`src/rtl/keypad_pkg.sv`:
```
// Shared types and constants for the 4x4 keypad scanner.
package keypad_pkg;

  localparam int KEY_W = 4;
  localparam int ROW_W = 4;
  localparam int COL_W = 4;

  typedef enum logic [1:0] {
    ST_SCAN,
    ST_PRESS_DB,
    ST_HELD,
    ST_RELEASE_DB
  } state_t;

  // Active-low column strobes indexed by column number.
  localparam logic [COL_W-1:0][COL_W-1:0] COL_STROBE = {4'b0111, 4'b1011, 4'b1101, 4'b1110};

  function automatic logic [1:0] lowest_low(input logic [ROW_W-1:0] rows);
    logic [1:0] idx;
    idx = 2'd0;
    for (int i = ROW_W - 1; i >= 0; i--)
      if (!rows[i]) idx = 2'(i);
    return idx;
  endfunction

endpackage

```
`src/rtl/row_sync.sv`:
```
// Two-flop synchronizer for the pulled-up row inputs; idles high out of reset.
module row_sync #(
  parameter int W = 4
) (
  input  logic         sys_clk,
  input  logic         sys_rst_n,
  input  logic [W-1:0] d,
  output logic [W-1:0] q
);

  logic [W-1:0] meta;

  always_ff @(posedge sys_clk or negedge sys_rst_n) begin
    if (!sys_rst_n) begin
      meta <= '1;
      q    <= '1;
    end else begin
      meta <= d;
      q    <= meta;
    end
  end

endmodule

```
`src/rtl/keypad_scanner.sv`:
```
// 4x4 matrix keypad scanner: column rotation, press/release debounce and a
// single-entry valid/ready key event with sticky overrun.
module keypad_scanner
  import keypad_pkg::*;
#(
  parameter int SCAN_DIV         = 27_000,
  parameter int DEBOUNCE_SAMPLES = 10
) (
  input  logic             sys_clk,
  input  logic             sys_rst_n,
  input  logic [ROW_W-1:0] row_n,
  output logic [COL_W-1:0] col_n,
  output logic             key_valid,
  output logic [KEY_W-1:0] key_code,
  input  logic             key_ready,
  output logic             key_down,
  output logic             overrun
);

  localparam int SW = (SCAN_DIV > 1) ? $clog2(SCAN_DIV) : 1;
  // Extra headroom so the count can sit at its terminal value.
  localparam int DW = $clog2(DEBOUNCE_SAMPLES + 1);

  logic [ROW_W-1:0] row_s;
  logic [SW-1:0]    slot_cnt;
  logic [DW-1:0]    db_cnt;
  logic [1:0]       col_idx, row_idx;
  state_t           state, state_nxt;
  logic             slot_end, any_low, cap_low, db_last;
  logic             rotate, capture, db_clr, db_inc, post;

  row_sync #(.W(ROW_W)) u_row_sync (
    .sys_clk  (sys_clk),
    .sys_rst_n(sys_rst_n),
    .d        (row_n),
    .q        (row_s)
  );

  assign slot_end = (slot_cnt == SW'(SCAN_DIV - 1));
  assign any_low  = ~&row_s;
  assign cap_low  = ~row_s[row_idx];
  assign db_last  = (db_cnt == DW'(DEBOUNCE_SAMPLES - 1));
  assign col_n    = COL_STROBE[col_idx];

  always_ff @(posedge sys_clk or negedge sys_rst_n) begin
    if (!sys_rst_n) slot_cnt <= '0;
    else            slot_cnt <= slot_end ? '0 : slot_cnt + 1'b1;
  end

  always_ff @(posedge sys_clk or negedge sys_rst_n) begin
    if (!sys_rst_n) state <= ST_SCAN;
    else            state <= state_nxt;
  end

  always_comb begin
    state_nxt = state;
    if (slot_end) begin
      unique case (state)
        ST_SCAN:       if (any_low) state_nxt = ST_PRESS_DB;
        ST_PRESS_DB:   if (!cap_low) state_nxt = ST_SCAN;
                       else if (db_last) state_nxt = ST_HELD;
        ST_HELD:       if (!cap_low) state_nxt = ST_RELEASE_DB;
        ST_RELEASE_DB: if (cap_low) state_nxt = ST_HELD;
                       else if (db_last) state_nxt = ST_SCAN;
        default:       state_nxt = ST_SCAN;
      endcase
    end
  end

  always_comb begin
    rotate   = 1'b0;
    capture  = 1'b0;
    db_clr   = 1'b0;
    db_inc   = 1'b0;
    post     = 1'b0;
    key_down = (state == ST_HELD) || (state == ST_RELEASE_DB);
    if (slot_end) begin
      unique case (state)
        ST_SCAN: begin
          rotate  = !any_low;
          capture = any_low;
          db_clr  = any_low;
        end
        ST_PRESS_DB: begin
          db_inc = cap_low;
          post   = cap_low && db_last;
        end
        ST_HELD:       db_clr = !cap_low;
        ST_RELEASE_DB: db_inc = !cap_low;
        default: ;
      endcase
    end
  end

  // Column stays frozen outside SCAN so the captured key keeps being driven.
  always_ff @(posedge sys_clk or negedge sys_rst_n) begin
    if (!sys_rst_n) begin
      col_idx <= 2'd0;
      row_idx <= 2'd0;
      db_cnt  <= '0;
    end else begin
      if (rotate)  col_idx <= col_idx + 2'd1;
      if (capture) row_idx <= lowest_low(row_s);
      if (db_clr)
        db_cnt <= '0;
      else if (db_inc && db_cnt != DW'(DEBOUNCE_SAMPLES))
        db_cnt <= db_cnt + 1'b1;
    end
  end

  always_ff @(posedge sys_clk or negedge sys_rst_n) begin
    if (!sys_rst_n) begin
      key_valid <= 1'b0;
      key_code  <= '0;
      overrun   <= 1'b0;
    end else if (post) begin
      if (key_valid && !key_ready) begin
        overrun <= 1'b1;
      end else begin
        key_valid <= 1'b1;
        key_code  <= {row_idx, col_idx};
      end
    end else if (key_valid && key_ready) begin
      key_valid <= 1'b0;
    end
  end

endmodule

```
`config.mk`:
```
export PLATFORM = sky130hd
export DESIGN_NAME = keypad_scanner
export DESIGN_NICKNAME = d
export VERILOG_FILES = /design/src/rtl/keypad_pkg.sv /design/src/rtl/row_sync.sv /design/src/rtl/keypad_scanner.sv
export SDC_FILE = /design/constraint.sdc
export NUM_CORES = 1
export LEC_CHECK = 0
export BUFFER_PORTS_ARGS = -buffer_cell sky130_fd_sc_hd__buf_4
export CAP_MARGIN = 20
export CORE_MARGIN = 5
export CORE_UTILIZATION = 27
export CTS_CLUSTER_DIAMETER = 30
export DETAILED_ROUTE_END_ITERATION = 8
export SYNTH_ARGS = -nofsm -noshare
export SYNTH_HDL_FRONTEND = slang
export SYNTH_SLANG_ARGS = --single-unit
```
`constraint.sdc`:
```
create_clock -name sys_clk -period 1.9 [get_ports sys_clk]
set_input_delay 0.38 -clock sys_clk [delete_from_list [all_inputs] [get_ports sys_clk]]
set_output_delay 0.38 -clock sys_clk [all_outputs]
set_load 0.005 [all_outputs]
```
# Word-level counts from Yosys, hierarchy flattened
# Index checks and enable logic that the tools add are counted.
# word_totals
reg_bits,39
latchBits,0
ramBits,0
rom_bits,0
inputBits,7
out_inout_bits,11
word_cells,74
mem_count,0
# op_classes
n_addsub,3
multipliers,0
div_mod_pow,0
magnitude_cmp,2
eq_ne,11
shifts,0
mux,31
bitwise_logic,2
reduce_logical,15
# ops
operator,n
2-bit two-way mux,10
15-bit by 1-bit adder with 15-bit output (second input constant),1
15-bit == test (second input constant),1
15-bit two-way mux,1
1-bit two-way mux,12
4-bit two-way mux,3
4-bit binary-select mux with 2-bit select,1
2-bit case mux with 4 select lines,1
2-bit by 3-bit < comparator with 1-bit output (second input constant),2
2-bit inequality test (second input constant),3
3-bit inequality test (second input constant),2
2-bit AND reduction,3
5-bit AND reduction,1
4-bit by 1-bit adder with 4-bit output (second input constant),1
2-bit == test (second input constant),2
4-bit == test (second input constant),1
1-bit logical AND,4
4-bit inequality test (second input constant),1
1-bit case mux with 2 select lines,2
4-bit AND reduction,1
2-bit nonzero test,2
2-bit by 1-bit adder with 2-bit output (second input constant),1
1-bit binary-select mux with 2-bit select,1
2-bit by 1-bit == test with 1-bit output (second input constant),1
4 further kinds,6

# Logic depth before layout (Yosys ltp)
# depth
word_depth,8
depth_mapped,7
mapped_depth_nobuf,6

# Modules after synthesis
# Synthesis repeated with hierarchy kept, for this count alone.
# hier_totals
hier_cells,171
hier_area_um2,1889.3
# by_module_without_submodules
module,n_inst,cells_each,area_per_inst_um2,seq_area_each_um2
keypad_scanner,1,163,1679.1,775.7
row_sync,1,8,210.2,210.2

# Least setup slack after synthesis
# No wires, ideal clock.
# synth_path
path_kind,register to register
startpoint,register slot_cnt[3]
endpoint,register col_idx[1]
setup_time_ns,0.125
t_arrival_ns,1.945
required_time_ns,1.775
setup_slack_ns,-0.170
path_stages_with_launch,7
path_buffers,1
synth_period_minus_slack_ns,2.070
path_cell_list,dfrtp_1 -> or4b_1 -> nor4_2 -> buf_4 -> and3_1 -> nand2_1 -> mux2_4
# synth_via
elab_chain_len,2
# synth_lines
element,line_no,text
start: declaration,keypad_scanner.sv:25,logic [SW-1:0] slot_cnt;
start signal: assignment,keypad_scanner.sv:47,else slot_cnt <= slot_end ? '0 : slot_cnt + 1'b1;
15-bit == test,keypad_scanner.sv:39,assign slot_end = (slot_cnt == SW'(SCAN_DIV - 1));
1-bit two-way mux,keypad_scanner.sv:77,if (slot_end) begin
end signal: assignment,keypad_scanner.sv:102,if (rotate) col_idx <= col_idx + 2'd1;
end: declaration,keypad_scanner.sv:27,"logic [1:0] col_idx, row_idx;"
# No other way between the ends.
# A chain may end at the register's enable or synchronous reset.

# Final worst setup path
# layout_path
startpoint,register slot_cnt[9]
endpoint,register key_code[0]
# layout_via
elab_chain_len,3
# layout_lines
element,line_no,text
15-bit == test,keypad_scanner.sv:39,
1-bit two-way mux,keypad_scanner.sv:77,
2-bit AND reduction (no line),-,
end signal: assignment,keypad_scanner.sv:121,"key_code <= {row_idx, col_idx};"
end: declaration,keypad_scanner.sv:14,"output logic [KEY_W-1:0] key_code,"
# No other way between the ends.

==> qor.yml <==
worst_setup_path:
  crit_path_start_kind: "register"
  slowest_stage: "or4b_4"
  slowest_delay_ns: 0.55
  end_kind: "register"
  cp_top_family: "simple AND/OR/NAND/NOR gates"
  path_buf_inv: 1
  path_cells: "or4b_4 > nor4_4 > buf_4 > nand4b_1 > mux2_4"
  path_max_fanout: 5
  required_ns: 2.08
  crit_arrival_ns: 2.17
  crit_type: "reg -> reg"
final_layout:
  nets: 214
  antenna_cells: 0
  layout.cells.non_filler: 277
  drive_gt1_frac: 0.350
  final_common_cell: "buf_4"
  mostFrequentLayoutCells: "buf_4, dfrtp_1, nor2_1"
  utilization: 0.362
  synthToLayoutAreaGrowth_pct: 29.1
sta:
  finClkSkew_ns: 0.0118
  final-setup-viol-count: 10
  fin_crit_sh: 1.05
  setup_tns_ns: -0.455
  rsz0062_at_grt: "true"
  report.final.slew_viol_count: 0
  min_period_ns: 1.99
  tightest_slew_ns: 0.477
  hold_violations: 0
  max_clock_freq_mhz: 501
  fin_ws_ns: -0.0946
  slew_headroom: 0.682
clock_tree:
  cts_buffers: 5
  tritoncts: "yes"
  clock_sinks: 39
  clockRootBuffer: "clkbuf_8"
  cts_hold_buffers: 0
  cts_buffer_depth: 2
  htree_levels: 2
  clkSlewWorstSetupHoldPaths_ns: 0.08
  clock_latency_ns: 0.29
global_route:
  grt_pass1_wl_um: 5600
  gr-usage-met2: 0.116
  track_usage: 0.0800
  met1_usage: 0.112
  grt_pass1_vias: 1204
  use_met3: 0.0273
  overflow: 0
  antenna_found_initial: 0
  grt-busiest-layer: "met2"
  grt_max_degree: 40
power:
  leakagePower_nw: 1.12
  ir_drop_v: 0.000371
  power.density_nw_per_um2: 616
routing:
  via_count: 1198
  post_drt_wl_per_cell_um: 11.3
  first_pass_iters: 4
  via_per_inst: 4.32
  first_iter_violations: 71
  ant_nets: 0
  routed_wl_um: 3130
  drcViolationCount: 0
die:
  die-width_um: 91.5
  core_area_um2: 6390
  start_util: 0.281
  die-area_um2: 8360
  ios: 18
  rows: 29
  die_h_um: 91.5
placed_design:
  gp_congestion: 0.731
  dpl.hpwl_um: 2260
  portBuffers: 17
  placed_cells: 266
synth:
  yosysTopAreaCellShare: 0.433
  yosys_warnings: 0
  ys_seq_elements: 39
  synth_fp_nets: 175
  synth_area_per_cell_um2: 11.2
  syn_inst: 160
  synthTopCellsByArea: "dfrtp_1, dfstp_2, ha_1"
  yosysTopAreaCell: "dfrtp_1"
  synth_area_um2: 1790
  synth_cell_types: 34
  yosysSeqAreaShare: 0.550
run:
  max_cap_viol_count: 0
hold_path:
  hp-class: "in -> async"
outcome:
  status: "complete, but fails checks"
  violations: "setup timing"
==> power by group <==
part / switching [mW] / leakage, nW / internal [mW]
Clock: 0.281 / 0.0412 / 0.256
Sequential: 0.00463 / 0.503 / 0.845
Combinational: 0.0230 / 0.573 / 0.0132
Total: 0.309 / 1.12 / 1.11
==> final timing paths <==
path,startpoint,to,slack [ns],depth (start not counted)
max reg2reg,slot_cnt[9]$_DFF_PN0_,key_code[0]$_DFFE_PN0P_,-0.09,5
min reg2reg,u_row_sync.meta[3]$_DFF_PN1_,u_row_sync.q[3]$_DFF_PN1_,0.36,0
max,slot_cnt[9]$_DFF_PN0_,key_code[0]$_DFFE_PN0P_,-0.09,5
min,sys_rst_n,slot_cnt[5]$_DFF_PN0_,0.05,1
max in group asynchronous,sys_rst_n,u_row_sync.q[2]$_DFF_PN1_,1.49,1
min in group sys_clk,row_n[1],u_row_sync.meta[1]$_DFF_PN1_,0.20,1
==> worst reg2reg max path, delay by kind of cell (launching register included) <==
kind / cells / cell delay [ns]
flops: 1 / 0.39
simple gates: 3 / 0.95
buf+inv: 1 / 0.19
mux: 1 / 0.36
==> sequential cells by signal (all words and copies together), names as in the netlist <==
signal / flops
col_idx: 2
state: 2
slot_cnt: 15
key_valid: 1
u_row_sync.meta: 4
row_idx: 2
db_cnt: 4
overrun: 1
key_code: 4
u_row_sync.q: 4
==> repair_timing <==
| action | 4_1_cts | 5_1_grt |
|---|---|---|
| cloned | 0 | 0 |
| endpoints found under the setup margin | 13 | 15 |
| buffers inserted | 2 | 1 |
| resized for setup | 7 | 6 |
| pin swaps | 3 | 0 |
==> synthesized netlist by cell type <==
master and n:
and4_1 1, nor4_1 1, nand2_1 11, nor4b_2 1, clkbuf_1 3, nand3_1 7, nor2_1 18, a21oi_1 3
o21ai_0 3, buf_4 1, dfrtp_1 31, and2_1 1, or4b_1 1, o2bb2ai_1 1, nor4_2 1, a31oi_1 2
ha_1 8, and3_1 5, nor3_1 2, o21bai_1 1, or3_1 1, a41o_1 1, nand2b_1 2, dfstp_2 8
mux4_2 1, mux2_4 1, nand4b_1 3, a221oi_1 1, xor2_1 10, mux2_2 5, nor2b_1 2, inv_1 13
nand4_1 4, xnor2_1 6
==> kinds of logic (layout without fill, tap and decap cells) <==
kind of cell	count (synthesis)	after routing	synth area share
AOI/OAI and AO/OA	12	12	0.0433
xor gates and xnor gates	16	16	0.0782
adders and majority gates	8	8	0.0559
buffers and inverters	17	57	0.0377
DFF	39	39	0.550
muxes	7	7	0.0524
and+or+nand+nor	61	61	0.182
==> area by class of cell <==
| type | count | area (µm²) |
|---|---|---|
| timing repair buffer | 36 | 283 |
| sequential | 39 | 986 |
| clock buffer | 6 | 72.6 |
| inverter | 13 | 48.8 |
| tap | 77 | 96.3 |
| fill | 643 | 4070 |
| clock inverter | 2 | 12.5 |
| multi-input combinational | 104 | 813 |
==> through the flow <==
step                      area [µm²]  total power, mW  hold WS, ns  setup WS (ns)
after floorplan                 1810            0.872       0.0844       -0.00586
after global placement          2140            0.901        0.347        -0.0399
after detailed placement        2140            0.902        0.347         -0.101
after CTS                       2270             1.44       0.0649         -0.119
after global routing            2310             1.49       0.0893         -0.204
final                           2310             1.42       0.0509        -0.0946
==> layer usage <==
layer | part of all wire | up-vias | wire, µm
li1 | - | 617 | -
met1 | 0.50 | 556 | 1560
met2 | 0.44 | 22 | 1390
met3 | 0.048 | 3 | 151
met4 | 0.0080 | 0 | 25
met5 | 0 | - | 0
Note: power is estimated with default switching activity, not from simulation.
